## src/rtl/fmap_arb_pkg.sv

```systemverilog
// ---------------------------------------------------------------------------
// fmap_arb_pkg
// Shared definitions for the feature-map BRAM write arbiter:
//   - arb_state_e     : arbiter FSM states (IDLE, XFER, DONE)
//   - FMAP_LEN_W      : default burst-length field width in beats
//   - AXI_OK / AXI_ERR: completion status codes shared with the AXI-Lite
//                       side of the codebase (OKAY / SLVERR encoding)
//   - rr_after        : round-robin successor of a requester index
// ---------------------------------------------------------------------------
package fmap_arb_pkg;

    typedef enum logic [1:0] {
        ST_IDLE = 2'd0,
        ST_XFER = 2'd1,
        ST_DONE = 2'd2
    } arb_state_e;

    localparam int FMAP_LEN_W = 12;

    localparam logic [1:0] AXI_OK  = 2'b00;
    localparam logic [1:0] AXI_ERR = 2'b10;

    // Index that follows 'id' in a ring of 'n' requesters.
    function automatic int rr_after(input int id, input int n);
        return (id + 1 >= n) ? 0 : id + 1;
    endfunction

endpackage

```

## src/rtl/fmap_rr_pick.sv

```systemverilog
// ---------------------------------------------------------------------------
// fmap_rr_pick
// Combinational rotate-priority encoder. Requester rr_ptr has the highest
// priority, then rr_ptr+1, ... wrapping modulo NREQ.
// Ports:
//   req    in  NREQ         : pending request vector
//   rr_ptr in  $clog2(NREQ) : index of the highest-priority requester
//   any    out 1            : at least one request pending
//   winner out $clog2(NREQ) : index of the selected requester (0 if none)
// ---------------------------------------------------------------------------
module fmap_rr_pick #(
    parameter int NREQ  = 4,
    parameter int IDX_W = $clog2(NREQ)
) (
    input  logic [NREQ-1:0]  req,
    input  logic [IDX_W-1:0] rr_ptr,
    output logic             any,
    output logic [IDX_W-1:0] winner
);

    logic             found;
    logic [IDX_W-1:0] idx;

    assign any = |req;

    // Walk the ring starting at rr_ptr; the first pending request wins.
    always_comb begin
        winner = '0;
        found  = 1'b0;
        idx    = '0;
        for (int k = 0; k < NREQ; k++) begin
            idx = IDX_W'((int'(rr_ptr) + k) % NREQ);
            if (!found && req[idx]) begin
                winner = idx;
                found  = 1'b1;
            end
        end
    end

endmodule

```

## src/rtl/fmap_write_arbiter.sv

```systemverilog
// ---------------------------------------------------------------------------
// fmap_write_arbiter
// Shares BRAM port A of the feature-map buffer between NREQ layer writers.
// One requester at a time is granted in round-robin order; its burst of
// req_len bytes is written to consecutive addresses from req_base (address
// arithmetic wraps modulo 2^ADDR_W), then done[gid] pulses for one cycle.
//
// Optional feature: define FMAP_ARB_TIMEOUT_EN to enable the stall timeout.
// A grantee that stalls for TIMEOUT consecutive XFER cycles has its burst
// aborted (remaining beats dropped) with err pulsing alongside done.
// Without the macro err is constant 0 and a stalled grantee keeps the port.
//
// Ports:
//   pix_clk      in  1           : clock
//   periph_reset in  1           : synchronous active-high reset
//   req_valid    in  NREQ        : burst request per requester
//   req_base     in  NREQ*ADDR_W : burst start address, slice i = requester i
//   req_len      in  NREQ*LEN_W  : burst length in beats (0 allowed)
//   req_ready    out NREQ        : one-hot request acknowledge (combinational)
//   wr_valid     in  NREQ        : data beat valid
//   wr_data      in  NREQ*DATA_W : data beat
//   wr_ready     out NREQ        : one-hot beat ready for the grantee
//   done         out NREQ        : one-cycle burst-complete pulse
//   err          out 1           : one-cycle timeout-abort pulse
//   bram_addr    out ADDR_W      : BRAM port A address
//   bram_din     out DATA_W      : BRAM port A write data
//   bram_we      out 1           : BRAM port A write enable
//   busy         out 1           : arbiter not idle
//   grant_id     out $clog2(NREQ): index of the current grantee
// ---------------------------------------------------------------------------
module fmap_write_arbiter
    import fmap_arb_pkg::*;
#(
    parameter int NREQ    = 4,
    parameter int ADDR_W  = 16,
    parameter int DATA_W  = 8,
    parameter int LEN_W   = FMAP_LEN_W,
    parameter int TIMEOUT = 255
) (
    input  logic                       pix_clk,
    input  logic                       periph_reset,
    input  logic [NREQ-1:0]            req_valid,
    input  logic [NREQ*ADDR_W-1:0]     req_base,
    input  logic [NREQ*LEN_W-1:0]      req_len,
    output logic [NREQ-1:0]            req_ready,
    input  logic [NREQ-1:0]            wr_valid,
    input  logic [NREQ*DATA_W-1:0]     wr_data,
    output logic [NREQ-1:0]            wr_ready,
    output logic [NREQ-1:0]            done,
    output logic                       err,
    output logic [ADDR_W-1:0]          bram_addr,
    output logic [DATA_W-1:0]          bram_din,
    output logic                       bram_we,
    output logic                       busy,
    output logic [$clog2(NREQ)-1:0]    grant_id
);

    localparam int IDX_W = $clog2(NREQ);

    // ---------------------------------------------------------------
    // Per-requester views of the flattened buses
    // ---------------------------------------------------------------
    logic [ADDR_W-1:0] base_arr [NREQ];
    logic [LEN_W-1:0]  len_arr  [NREQ];
    logic [DATA_W-1:0] data_arr [NREQ];

    generate
        for (genvar gi = 0; gi < NREQ; gi++) begin : g_unpack
            assign base_arr[gi] = req_base[gi*ADDR_W +: ADDR_W];
            assign len_arr[gi]  = req_len[gi*LEN_W +: LEN_W];
            assign data_arr[gi] = wr_data[gi*DATA_W +: DATA_W];
        end
    endgenerate

    // ---------------------------------------------------------------
    // State
    // ---------------------------------------------------------------
    arb_state_e        state_reg;
    logic [IDX_W-1:0]  gid_reg;
    logic [IDX_W-1:0]  rr_ptr_reg;
    logic [ADDR_W-1:0] base_reg;
    logic [LEN_W-1:0]  len_reg;
    logic [LEN_W-1:0]  cnt_reg;
    logic [NREQ-1:0]   wr_ready_reg;
    logic [NREQ-1:0]   done_reg;
    logic              err_reg;
    logic              bram_we_reg;
    logic [ADDR_W-1:0] bram_addr_reg;
    logic [DATA_W-1:0] bram_din_reg;

    // ---------------------------------------------------------------
    // Round-robin selection
    // ---------------------------------------------------------------
    logic             pick_any;
    logic [IDX_W-1:0] pick_winner;

    fmap_rr_pick #(
        .NREQ  (NREQ),
        .IDX_W (IDX_W)
    ) u_rr_pick (
        .req    (req_valid),
        .rr_ptr (rr_ptr_reg),
        .any    (pick_any),
        .winner (pick_winner)
    );

    logic grant_now;
    assign grant_now = (state_reg == ST_IDLE) && pick_any && !periph_reset;

    // Acknowledge is combinational so the requester sees it in the same
    // cycle the grant is latched; suppressed while reset is asserted
    // because no grant is taken in that cycle.
    always_comb begin
        req_ready = '0;
        if (grant_now) begin
            req_ready[pick_winner] = 1'b1;
        end
    end

    logic beat_acc;
    logic last_beat;
    assign beat_acc  = (state_reg == ST_XFER) && wr_valid[gid_reg];
    assign last_beat = (cnt_reg == (len_reg - LEN_W'(1)));

    // ---------------------------------------------------------------
    // Optional stall timeout
    // ---------------------------------------------------------------
    logic stall_hit;

`ifdef FMAP_ARB_TIMEOUT_EN
    localparam int STALL_W = ($clog2(TIMEOUT + 1) > 8) ? $clog2(TIMEOUT + 1) : 8;

    logic [STALL_W-1:0] stall_reg;

    // The TIMEOUT-th consecutive idle XFER cycle is the one that aborts.
    assign stall_hit = (state_reg == ST_XFER) && !beat_acc &&
                       (stall_reg == STALL_W'(TIMEOUT - 1));

    always_ff @(posedge pix_clk) begin
        if (periph_reset) begin
            stall_reg <= '0;
        end else if ((state_reg != ST_XFER) || beat_acc) begin
            stall_reg <= '0;
        end else begin
            stall_reg <= stall_reg + 1'b1;
        end
    end
`else
    assign stall_hit = 1'b0;
`endif

    // ---------------------------------------------------------------
    // Arbiter FSM with registered outputs
    // ---------------------------------------------------------------
    always_ff @(posedge pix_clk) begin
        if (periph_reset) begin
            state_reg     <= ST_IDLE;
            gid_reg       <= '0;
            rr_ptr_reg    <= '0;
            base_reg      <= '0;
            len_reg       <= '0;
            cnt_reg       <= '0;
            wr_ready_reg  <= '0;
            done_reg      <= '0;
            err_reg       <= 1'b0;
            bram_we_reg   <= 1'b0;
            bram_addr_reg <= '0;
            bram_din_reg  <= '0;
        end else begin
            // Pulsed outputs default low; the address/data hold.
            bram_we_reg <= 1'b0;
            done_reg    <= '0;
            err_reg     <= 1'b0;

            case (state_reg)
                ST_IDLE: begin
                    if (pick_any) begin
                        gid_reg  <= pick_winner;
                        base_reg <= base_arr[pick_winner];
                        len_reg  <= len_arr[pick_winner];
                        cnt_reg  <= '0;
                        if (len_arr[pick_winner] != '0) begin
                            state_reg    <= ST_XFER;
                            wr_ready_reg <= NREQ'(1) << pick_winner;
                        end else begin
                            // Zero-length burst: straight to completion.
                            state_reg <= ST_DONE;
                            done_reg  <= NREQ'(1) << pick_winner;
                        end
                    end
                end

                ST_XFER: begin
                    if (beat_acc) begin
                        bram_we_reg   <= 1'b1;
                        bram_addr_reg <= base_reg + ADDR_W'(cnt_reg);
                        bram_din_reg  <= data_arr[gid_reg];
                        cnt_reg       <= cnt_reg + 1'b1;
                        if (last_beat) begin
                            // The final write lands in the DONE cycle.
                            state_reg    <= ST_DONE;
                            wr_ready_reg <= '0;
                            done_reg     <= NREQ'(1) << gid_reg;
                        end
                    end else if (stall_hit) begin
                        state_reg    <= ST_DONE;
                        wr_ready_reg <= '0;
                        done_reg     <= NREQ'(1) << gid_reg;
                        err_reg      <= 1'b1;
                    end
                end

                ST_DONE: begin
                    rr_ptr_reg <= IDX_W'(rr_after(int'(gid_reg), NREQ));
                    state_reg  <= ST_IDLE;
                end

                default: begin
                    state_reg <= ST_IDLE;
                end
            endcase
        end
    end

    assign wr_ready  = wr_ready_reg;
    assign done      = done_reg;
    assign err       = err_reg;
    assign bram_we   = bram_we_reg;
    assign bram_addr = bram_addr_reg;
    assign bram_din  = bram_din_reg;
    assign busy      = (state_reg != ST_IDLE);
    assign grant_id  = gid_reg;

endmodule
```

## config.mk

```make
export PLATFORM = sky130hd
export DESIGN_NAME = fmap_write_arbiter
export DESIGN_NICKNAME = d
export VERILOG_FILES = /design/src/rtl/fmap_arb_pkg.sv /design/src/rtl/fmap_rr_pick.sv /design/src/rtl/fmap_write_arbiter.sv
export SDC_FILE = /design/constraint.sdc
export NUM_CORES = 1
export LEC_CHECK = 0
export ABC_AREA = 1
export BUFFER_PORTS_ARGS = -buffer_cell sky130_fd_sc_hd__buf_2
export CAP_MARGIN = 15
export CORE_MARGIN = 8
export CORE_UTILIZATION = 41
export CTS_CLUSTER_DIAMETER = 200
export CTS_CLUSTER_SIZE = 40
export DETAILED_ROUTE_END_ITERATION = 7
export GPL_ROUTABILITY_DRIVEN = 1
export PLACE_DENSITY = 0.71
export SLEW_MARGIN = 25
export SYNTH_ARGS = -nofsm -noshare
export SYNTH_HDL_FRONTEND = slang
export SYNTH_SLANG_ARGS = --single-unit
```

## constraint.sdc

```tcl
create_clock -name pix_clk -period 3.3 [get_ports pix_clk]
set_clock_uncertainty 0.2 [all_clocks]
set_input_delay 0.66 -clock pix_clk [delete_from_list [all_inputs] [get_ports pix_clk]]
set_output_delay 0.66 -clock pix_clk [all_outputs]
set_load 0.03 [all_outputs]
```

=== Word level (Yosys, flattened, before mapping) ===
Index checks and enable logic that the tools add are counted.
W data, S select, Z words.

* Word-level logic and storage cells: 111
* Register bits: 79

* Bitwise logic cells: 3
* Multiplexer cells: 49
* Equal/unequal tests: 7
* Order comparisons: 10
* Reductions and logical operators: 22
* Add/sub/neg operators: 7
* Shifts and indexed selects: 2

{| class="wikitable"
|+ Operators with widths
! cell !! number
|-
| $mux W12 || 4
|-
| $mux W4 || 9
|-
| $bmux W16 S2 || 1
|-
| $mux W16 || 2
|-
| $bmux W12 S2 || 1
|-
| $pmux W12 S2 || 1
|-
| $lt A2 B3 Y1 const B || 6
|-
| $mux W2 || 9
|-
| $add A16 B12 Y16 || 1
|-
| $bmux W8 S2 || 1
|-
| $mux W8 || 2
|-
| $pmux W4 S2 || 2
|-
| $add A12 B1 Y12 const B || 1
|-
| $eq A12 B12 Y1 || 1
|-
| $reduce_bool A12 Y1 || 1
|-
| $sub A12 B1 Y12 const B || 1
|-
| $bmux W1 S2 || 5
|-
| $mux W1 || 10
|-
| $ge A3 B3 Y1 const B || 3
|-
| $shl A1 B2 Y4 const A || 2
|-
| $logic_and A1 B1 Y1 || 7
|-
| $ne A2 B2 Y1 const B || 3
|-
| $not A2 Y3 || 2
|-
| $reduce_and A3 Y1 || 2
|-
| other kinds (17) || 23
|}

=== Depth between registers and ports, before layout ===
Gate-level depths: netlist of the first run.

* Depth in word-level cells: 20
* Depth in mapped cells: 24

=== Modules after synthesis ===
Synthesis of the first run repeated with hierarchy kept, for this count alone.

* Cells, all modules: 866
* Area, all modules: 5534.1 µm²

{| class="wikitable"
|+ By module, submodules not included
! module !! instances !! seq. area each (µm²) !! cells each !! area an instance (µm²)
|-
| fmap_write_arbiter || 1 || 1581.5 || 817 || 5291.3
|-
| fmap_rr_pick || 1 || 0.0 || 49 || 242.7
|}

=== Worst setup path before layout of the first run ===
OpenSTA, ideal clock, no wires.

* Kind: input -> output
* Start point: in req_valid[1]
* End point: out req_ready[0]
* Path buffers: 2
* Path slack: -58 ps
* Data arrival time: 2498 ps
* Stages on the path: 14
* Cell sequence: inv_1 -> o21ai_2 -> nand2_1 -> nand2_4 -> nor2_8 -> nand2_1 -> nand4_1 -> nand2_2 -> inv_2 -> buf_2 -> nor2_2 -> buf_2 -> inv_1 -> nor2_1

* Cells in the longest elaborated chain, start to end: 17
* Elaborated cells between the ends (all ways): 30
* Classes of those cells: 2 x order compare; 18 x mux; 10 x reduce/logical

{| class="wikitable"
|+ Ends and longest elaborated chain
! element !! line !! text
|-
| start: declaration || fmap_write_arbiter.sv:42 || <nowiki>input logic [NREQ-1:0] req_valid,</nowiki>
|-
| $bmux W1 S2 || fmap_rr_pick.sv:33 || <nowiki>if (!found && req[idx]) begin</nowiki>
|-
| $mux W1 (not written as such) || fmap_rr_pick.sv:33 ||
|-
| $mux W1 || fmap_rr_pick.sv:33 ||
|-
| $logic_not A1 Y1 || fmap_rr_pick.sv:33 ||
|-
| $logic_and A1 B1 Y1 || fmap_rr_pick.sv:33 ||
|-
| $mux W1 || fmap_rr_pick.sv:33 ||
|-
| $logic_not A1 Y1 || fmap_rr_pick.sv:33 ||
|-
| $logic_and A1 B1 Y1 || fmap_rr_pick.sv:33 ||
|-
| $mux W1 || fmap_rr_pick.sv:33 ||
|-
| $logic_not A1 Y1 || fmap_rr_pick.sv:33 ||
|-
| $logic_and A1 B1 Y1 || fmap_rr_pick.sv:33 ||
|-
| $mux W2 || fmap_rr_pick.sv:33 ||
|-
| $lt A2 B3 Y1 (not written as such) or $ge A2 B1 Y1 (tied branches) || fmap_write_arbiter.sv:116 || <nowiki>req_ready[pick_winner] = 1'b1;</nowiki>
|-
| $logic_and A1 B1 Y1 (not written as such) || fmap_write_arbiter.sv:116 ||
|-
| $mux W1 (not written as such) || fmap_write_arbiter.sv:116 ||
|-
| $demux W1 S2 || fmap_write_arbiter.sv:116 ||
|-
| $mux W4 (*) || fmap_write_arbiter.sv:115 || <nowiki>if (grant_now) begin</nowiki>
|-
| end: declaration || fmap_write_arbiter.sv:45 || <nowiki>output logic [NREQ-1:0] req_ready,</nowiki>
|}

Mark *: on every way between the ends. The rest lies on a longest branch, timed or not. The select of a mux whose other input is x is not followed.

=== Worst setup path in the final report of the first run ===
* Start point: reg rr_ptr_reg[0]
* End point: out req_ready[3]

* Cells in the longest elaborated chain, start to end: 17
* Elaborated cells between the ends (all ways): 30
* Classes of those cells: 3 x add/sub; 2 x order compare; 18 x mux; 7 x reduce/logical

{| class="wikitable"
|+ Ends and longest elaborated chain
! element !! line !! text
|-
| start: declaration || fmap_write_arbiter.sv:80 || <nowiki>logic [IDX_W-1:0] rr_ptr_reg;</nowiki>
|-
| start signal: assignment || fmap_write_arbiter.sv:214 || <nowiki>rr_ptr_reg <= IDX_W'(rr_after(int'(gid_reg), NREQ));</nowiki>
|-
| parallel branches: the longest is 11 deep, another holds $add A2 B1 Y2 || - ||
|-
| $mux W2 (*) || fmap_rr_pick.sv:33 ||
|-
| $lt A2 B3 Y1 (not written as such) or $ge A2 B1 Y1 (tied branches) || fmap_write_arbiter.sv:116 ||
|-
| $logic_and A1 B1 Y1 (not written as such) || fmap_write_arbiter.sv:116 ||
|-
| $mux W1 (not written as such) || fmap_write_arbiter.sv:116 ||
|-
| $demux W1 S2 (*) || fmap_write_arbiter.sv:116 ||
|-
| $mux W4 (*) || fmap_write_arbiter.sv:115 ||
|}

Mark *: on every way between the ends. The select of a mux whose other input is x is not followed.

==> results.txt, run 1 <==
syn_area_per_cell = 6.40 um^2
total CTS buffers = 9
CP endpoint kind = output port
Routed Antenna Nets = 0
relative slew slack = 0.533
mapped cell area = 5400 um^2
antenna violations before repair = 0
fmax = 320 MHz
pins over their slew limit = 0
worst r2r src = rr_ptr_reg[1]
vias in the first global route = 5655
P&R area growth vs syn = 27.5%
H-tree depth = 3
R2R Setup Slk = 0.51 ns
Crit path required time = 2.44 ns
# rows = 42
main area contributors after synthesis = dfxtp_1 29%, nand2_1 17%, inv_1 6.1%
most frequent cell after synthesis = nand2_1
fin crit period = 3.12 ns
Syn Nets = 1017
TritonRoute pass-1 iters = 5
synth cell count leaders = 238 x nand2_1, 87 x inv_1, 79 x dfxtp_1, 76 x nor2_1, 61 x o21ai_0
crit path to = req_ready[3]
Root Buffer = clkbuf_16
fin util = 0.528
Clk Latency, worst-skew pair = 0.33 ns
final setup violation count = 0
number of synthesized flops with an enable pin = 0
max cap viols = 0
maximum VDD drop = 0.512 mV
core area = 13000 um^2
Clock Tree Buf Depth = 2
CP max stage delay = 0.42 ns
Post-Synthesis Cells = 844
number of synthesized register bits = 79
slowest CP cell = dfxtp_4
Clk network pwr share = 0.242
CP arrival = 2.26 ns
critical path class = register to output port
Die X = 131 um
stages on the worst setup path = 15
count of different cell masters after synthesis = 46
Placed Area = 6540 um^2
Finished Layout Cells = 1208
combinational share of power = 0.472
PD cells = 648 nW/um^2
clock-pin transition on the worst setup and hold timing paths = 0.06 ns
Starting Density = 0.414
DR DRC count = 0
Die Footprint = 17100 um^2
sw power = 0.00191 W
FFs w/ async S/R, synth = 0
Iter 0 DRT Violations = 343
Synth Warn # = 0
# fillers = 1395
Final Power = 0.00446 W
Nets = 1200
Reg2Reg Capture Point = wr_ready[1]
P_int = 0.00255 W
HP Class = register to register
WHS = 0.304 ns
CTS tree = yes
post-synth top area share = 0.293
routability cong. = 0.881
Post-DP HPWL = 13000 um
Worst-Margin Slew = 0.699 ns
Flop pwr share = 0.286
sequential share of the synthesized area = 0.293
final worst path period share = 0.946
via-per-instance ratio = 4.96
placed cells = 1192
crit-path most repeated cell = nand2_2
crit path launch = rr_ptr_reg[0]
Synth area leader = dfxtp_1
routed vias = 5990
Diodes inserted = 0
worst-path fanout max = 17
Top FF cell, synth = dfxtp_1
worst-case reg-to-reg path depth = 22
status = completed
CP top delay family = simple AND/OR/NAND/NOR gates
Post-Route WL = 16500 um
post-route cell area = 6880 um^2
Startpoint Class = register
Crit path buffers/inverters = 5
sw frac = 0.429
layout cell share with drive strength beyond 1 = 0.258
largest net degree at the start of global routing = 56
Port Buf Inserts = 193
gr ovfl total = 0
WL per Instance = 13.7 um
Pleak = 3.61 nW
cells traversed along the worst timing path = inv_6, nand2_2, nand3_1, nand2_2, inv_1, nand2_1, nand2_1, nand2_2, nand2_8, nand2_8, inv_2, nor2_2, inv_1, nor2_2, clkbuf_4
I/O Pins = 195
Total GRT Usage = 0.193
die height = 131 um
Sink Count = 79
Hold Fails Final Rpt = 0
first-pass GRT wire length = 26800 um
power groups by stage:
| stage | combinational (W) | clock (W) | sequential (W) |
|---|---|---|---|
| 2_1_floorplan | 0.00143 | 0 | 0.00138 |
| 3_3_place_gp | 0.00206 | 0 | 0.00129 |
| 3_5_place_dp | 0.00208 | 0 | 0.00129 |
| 4_1_cts | 0.00209 | 0.00110 | 0.00127 |
| 5_1_grt | 0.00239 | 0.00115 | 0.00130 |
| 6_report | 0.00210 | 0.00108 | 0.00128 |
cell families (layout without fill, tap and decap cells):
family	count (synthesis)	in the layout	synth area share
adders and majority gates	19	19	0.0454
buffers and inverters	133	321	0.101
DFF	79	79	0.293
AOI/OAI and AO/OA	153	153	0.166
xor gates and xnor gates	25	25	0.0406
and+or+nand+nor	434	434	0.354
other	1	1	0.000695
per-layer routing:
layer / track usage / vias to the layer above / routed length (um)
li1: - / 3136 / -
met1: 0.252 / 2653 / 7720
met2: 0.311 / 191 / 7260
met3: 0.0625 / 10 / 1430
met4: 0.0290 / 0 / 103
met5: 0 / - / 0
stage by stage:
stage	setup TNS, ns	setup WS (ns)
global route	-0.00965	-0.00965
floorplan	0	0.0716
global placement	0	0.171
detailed placement	0	0.131
finish	0	0.177
CTS	0	0.0560
worst min path at each step:
| stage | startpoint | to | cells past startpoint | slack [ns] |
|---|---|---|---|---|
| final | bram_addr[13] | bram_addr[13] | 2 | 0.30 |
| after floorplan | len_reg[11] | len_reg[11] | 2 | 0.27 |
| after global placement | bram_din[0] | bram_din[0] | 2 | 0.29 |
| after detailed placement | bram_addr[13] | bram_addr[13] | 2 | 0.29 |
| after CTS | bram_addr[13] | bram_addr[13] | 2 | 0.31 |
| after global routing | bram_addr[13] | bram_addr[13] | 2 | 0.32 |
layout make-up:
cell class | count | area, um^2 | share of cell area
clock buffers | 11 | 243 | 0.0353
multi-input cells | 632 | 3300 | 0.479
well taps | 176 | 220 | 0.0320
flip-flops and latches | 79 | 1590 | 0.230
repair buffers | 209 | 1090 | 0.158
inverters | 96 | 365 | 0.0531
clock inverters | 5 | 81.3 | 0.0118
layout by cell type (no fill, tap or decap), types with 6 or more instances in the layout:
master | netlist | layout
buf_2 | 11 | 192
dfxtp_1 | 79 | 78
o21bai_1 | 6 | 6
inv_2 | 8 | 8
nor2_1 | 76 | 72
o221ai_1 | 10 | 10
nor3_1 | 10 | 10
ha_1 | 18 | 18
nand4_1 | 15 | 15
o21ai_0 | 61 | 61
a22oi_1 | 8 | 8
nor3b_1 | 6 | 6
nor2_2 | 5 | 9
buf_4 | 1 | 16
nand3_1 | 59 | 59
or2_2 | 6 | 6
clkbuf_16 | 0 | 9
a21oi_1 | 35 | 35
nand2_1 | 238 | 238
inv_1 | 87 | 87
nand2_2 | 7 | 7
o22ai_1 | 12 | 12
xor2_1 | 21 | 21
timing repair:
| action | 4_1_cts | 5_1_grt |
|---|---|---|
| hold buffers | 0 | 0 |
| endpoints found under the setup margin | 2 | 3 |
| setup buffers | 0 | 0 |
| gates resized for setup | 1 | 4 |
| pin swaps | 0 | 1 |
tightest hold or removal path, stage by stage (launching register included):
cell	delay, ns
dfxtp_1	0.33
o211ai_1	0.09
inv_1	0.05
(Power assumes the default switching activity.)
==> run 2: changes to the inputs <==
--- a/config.mk
+++ b/config.mk
@@ -6,5 +6,4 @@
 export NUM_CORES = 1
 export LEC_CHECK = 0
-export ABC_AREA = 1
 export BUFFER_PORTS_ARGS = -buffer_cell sky130_fd_sc_hd__buf_2
 export CAP_MARGIN = 15
@@ -15,5 +14,5 @@
 export DETAILED_ROUTE_END_ITERATION = 7
 export GPL_ROUTABILITY_DRIVEN = 1
-export PLACE_DENSITY = 0.71
+export PLACE_DENSITY = 0.72
 export SLEW_MARGIN = 25
 export SYNTH_ARGS = -nofsm -noshare
==> constraint.sdc (replaced) <==
create_clock -name pix_clk -period 3.3 [get_ports pix_clk]
set_clock_uncertainty 0.2 [all_clocks]
set_input_delay 0.165 -clock pix_clk [delete_from_list [all_inputs] [get_ports pix_clk]]
set_output_delay 0.165 -clock pix_clk [all_outputs]
set_load 0.03 [all_outputs]
==> results.txt, run 2 <==
PostCTS Resize Cnt = 0 (-1)
CP top delay family = simple AND/OR/NAND/NOR gates
Startpoint Class = register
relative slew slack = 0.549 (+0.0158)
CP arrival = 3.09 ns (+0.83 ns)
WHS = 0.0383 ns (-0.266 ns)
Diodes inserted = 0 (unchanged)
Port Buf Inserts = 193 (unchanged)
die height = 129 um (-1.7%)
fin crit period = 3.09 ns (-0.0297 ns)
slowest CP cell = or4b_4
CTS tree = yes
number of synthesized register bits = 79 (unchanged)
Synth area leader = dfxtp_1
I/O Pins = 195 (unchanged)
final worst path period share = 0.937 (-0.00901)
total CTS buffers = 9 (unchanged)
most common cell after layout, fill and taps aside = buf_2
status = completed
Clk Latency, worst-skew pair = 0.35 ns (+0.02 ns)
Root Buffer = clkbuf_16
via-per-instance ratio = 5.23 (+5.5%)
FFs w/ async S/R, synth = 0 (unchanged)
H-tree depth = 3 (unchanged)
Hold Fails Final Rpt = 0 (unchanged)
Die Footprint = 16500 um^2 (-3.4%)
Synth Warn # = 0 (unchanged)
Total GRT Usage = 0.184 (-0.00895)
P&R area growth vs syn = 27.8%
post-synth top area share = 0.305 (+0.0117)
Pleak = 3.00 nW (-17%)
Starting Density = 0.416 (+0.00217)
Post-Route WL = 15500 um (-6.3%)
Die X = 129 um (-1.7%)
Post-DP HPWL = 12100 um (-6.3%)
crit-path most repeated cell = mux2i_1
gr ovfl total = 0 (unchanged)
Setup TNS = 0 ns (unchanged)
fin util = 0.532 (+0.00414)
most frequent cells in the layout = 193 x buf_2, 93 x nand2_1, 79 x dfxtp_1, 71 x nor2_1, 70 x a21oi_1
Crit path buffers/inverters = 0 (-5)
main area contributors after synthesis = dfxtp_1 30%, nand2_1 6.8%, a21oi_1 6.8%
fmax = 323 MHz (+0.96%)
Routed Antenna Nets = 0 (unchanged)
TritonRoute pass-1 iters = 5 (unchanged)
Worst-Margin Slew = 0.676 ns (-0.0221 ns)
DR DRC count = 0 (unchanged)
count of different cell masters after synthesis = 56 (+22%)
routed vias = 5246 (-12%)
Top FF cell, synth = dfxtp_1
HP Class = primary input to register
Clock Tree Buf Depth = 2 (unchanged)
CTS Hold Buffers Added = 0 (unchanged)
number of synthesized flops with an enable pin = 0 (unchanged)
maximum VDD drop = 0.225 mV (-56%)
synth cell count leaders = 94 x nand2_1, 79 x dfxtp_1, 71 x nor2_1, 70 x a21oi_1, 34 x clkbuf_1
final setup violation count = 0 (unchanged)
mapped cell area = 5190 um^2 (-3.8%)
WL per Instance = 15.4 um (+13%)
Iter 0 DRT Violations = 295 (-14%)
Nets = 999 (-17%)
routability cong. = 0.849 (-3.6%)
placed cells = 987 (-17%)
setup bufs post-CTS = 0 (unchanged)
pins over their slew limit = 0 (unchanged)
critical path class = register to register
cells traversed along the worst timing path = mux2i_1, nor2_1, or3_4, mux2i_1, mux2i_1, or4b_4, or4_4, nand4_1, a21oi_1
worst setup margin = 0.207 ns (+0.0297 ns)
most frequent cell after synthesis = nand2_1
largest net degree at the start of global routing = 47 (-16%)
clock-pin transition on the worst setup and hold timing paths = 0.06 ns (about the same)
Finished Layout Cells = 1003 (-17%)
vias in the first global route = 4987 (-12%)
first-pass GRT wire length = 24500 um (-8.4%)
CP endpoint kind = register
CP max stage delay = 0.61 ns (+0.19 ns)
Sink Count = 79 (unchanged)
sequential share of the synthesized area = 0.305 (+0.0117)
Syn Nets = 824 (-19%)
Crit path required time = 3.30 ns (+0.86 ns)
syn_area_per_cell = 7.97 um^2 (+25%)
DP Worst Slack = 0.0686 ns (-0.0619 ns)
RSZ-0062 raised after global routing = false
antenna violations before repair = 0 (unchanged)
PD cells = 414 nW/um^2 (-36%)
# rows = 41 (-2.4%)
core area = 12500 um^2 (-4.3%)
Post-Synthesis Cells = 651 (-23%)
max cap viols = 0 (unchanged)
layout cell share with drive strength beyond 1 = 0.315 (+0.0575)
worst-path fanout max = 10 (-7)
run 2: layout make-up:
class | instances | area [um^2]
timing repair buffer | 210 | 1090
tap | 172 | 215
clock inverter | 7 | 80.1
sequential | 79 | 1580
clock buffer | 9 | 225
fill | 1244 | 5830
inverter | 14 | 52.6
multi-input combinational | 512 | 3390
run 2: routing by layer:
layer / part of all wire / GRT usage / vias up
met1: 0.46 / 0.234 / 2367
li1: - / - / 2675
met5: 0 / 0 / -
met3: 0.086 / 0.0645 / 19
met2: 0.44 / 0.286 / 185
met4: 0.016 / 0.0615 / 0
run 2: cells by family after synthesis:
logic type | Yosys count | share of synthesized area
muxes | 52 | 0.125
AOI/OAI and AO/OA | 146 | 0.175
and+or+nand+nor | 267 | 0.253
adders and majority gates | 19 | 0.0473
other | 1 | 0.000723
buffers and inverters | 60 | 0.0487
DFF | 79 | 0.305
xor gates and xnor gates | 27 | 0.0456
run 2: final timing paths:
kind	start	end	slack, ns	cells after the start
setup / recovery	rr_ptr_reg[1]	wr_ready[0]	0.21	9
hold / removal	req_base[63]	base_reg[15]	0.04	5
setup reg to reg	rr_ptr_reg[1]	wr_ready[0]	0.21	9
hold reg to reg	bram_addr[9]	bram_addr[9]	0.25	2
run 2: worst register-to-register path: stages (launching register included):
cell and delay, ns:
dfxtp_1 0.41, mux2i_1 0.21, nor2_1 0.08, or3_4 0.46, mux2i_1 0.18, mux2i_1 0.11
or4b_4 0.61, or4_4 0.51, nand4_1 0.11, a21oi_1 0.07
run 2: where the power goes:
group	internal (W)	switching, W
Sequential	0.00101	0.0000542
Combinational	0.000293	0.000372
Clock	0.000595	0.000421
run 2: stage by stage:
stage | total power [W] | instance area (um^2)
global placement | 0.00174 | 6320
detailed placement | 0.00175 | 6320
CTS | 0.00277 | 6620
floorplan | 0.00152 | 5190
global route | 0.00289 | 6640
finish | 0.00274 | 6640
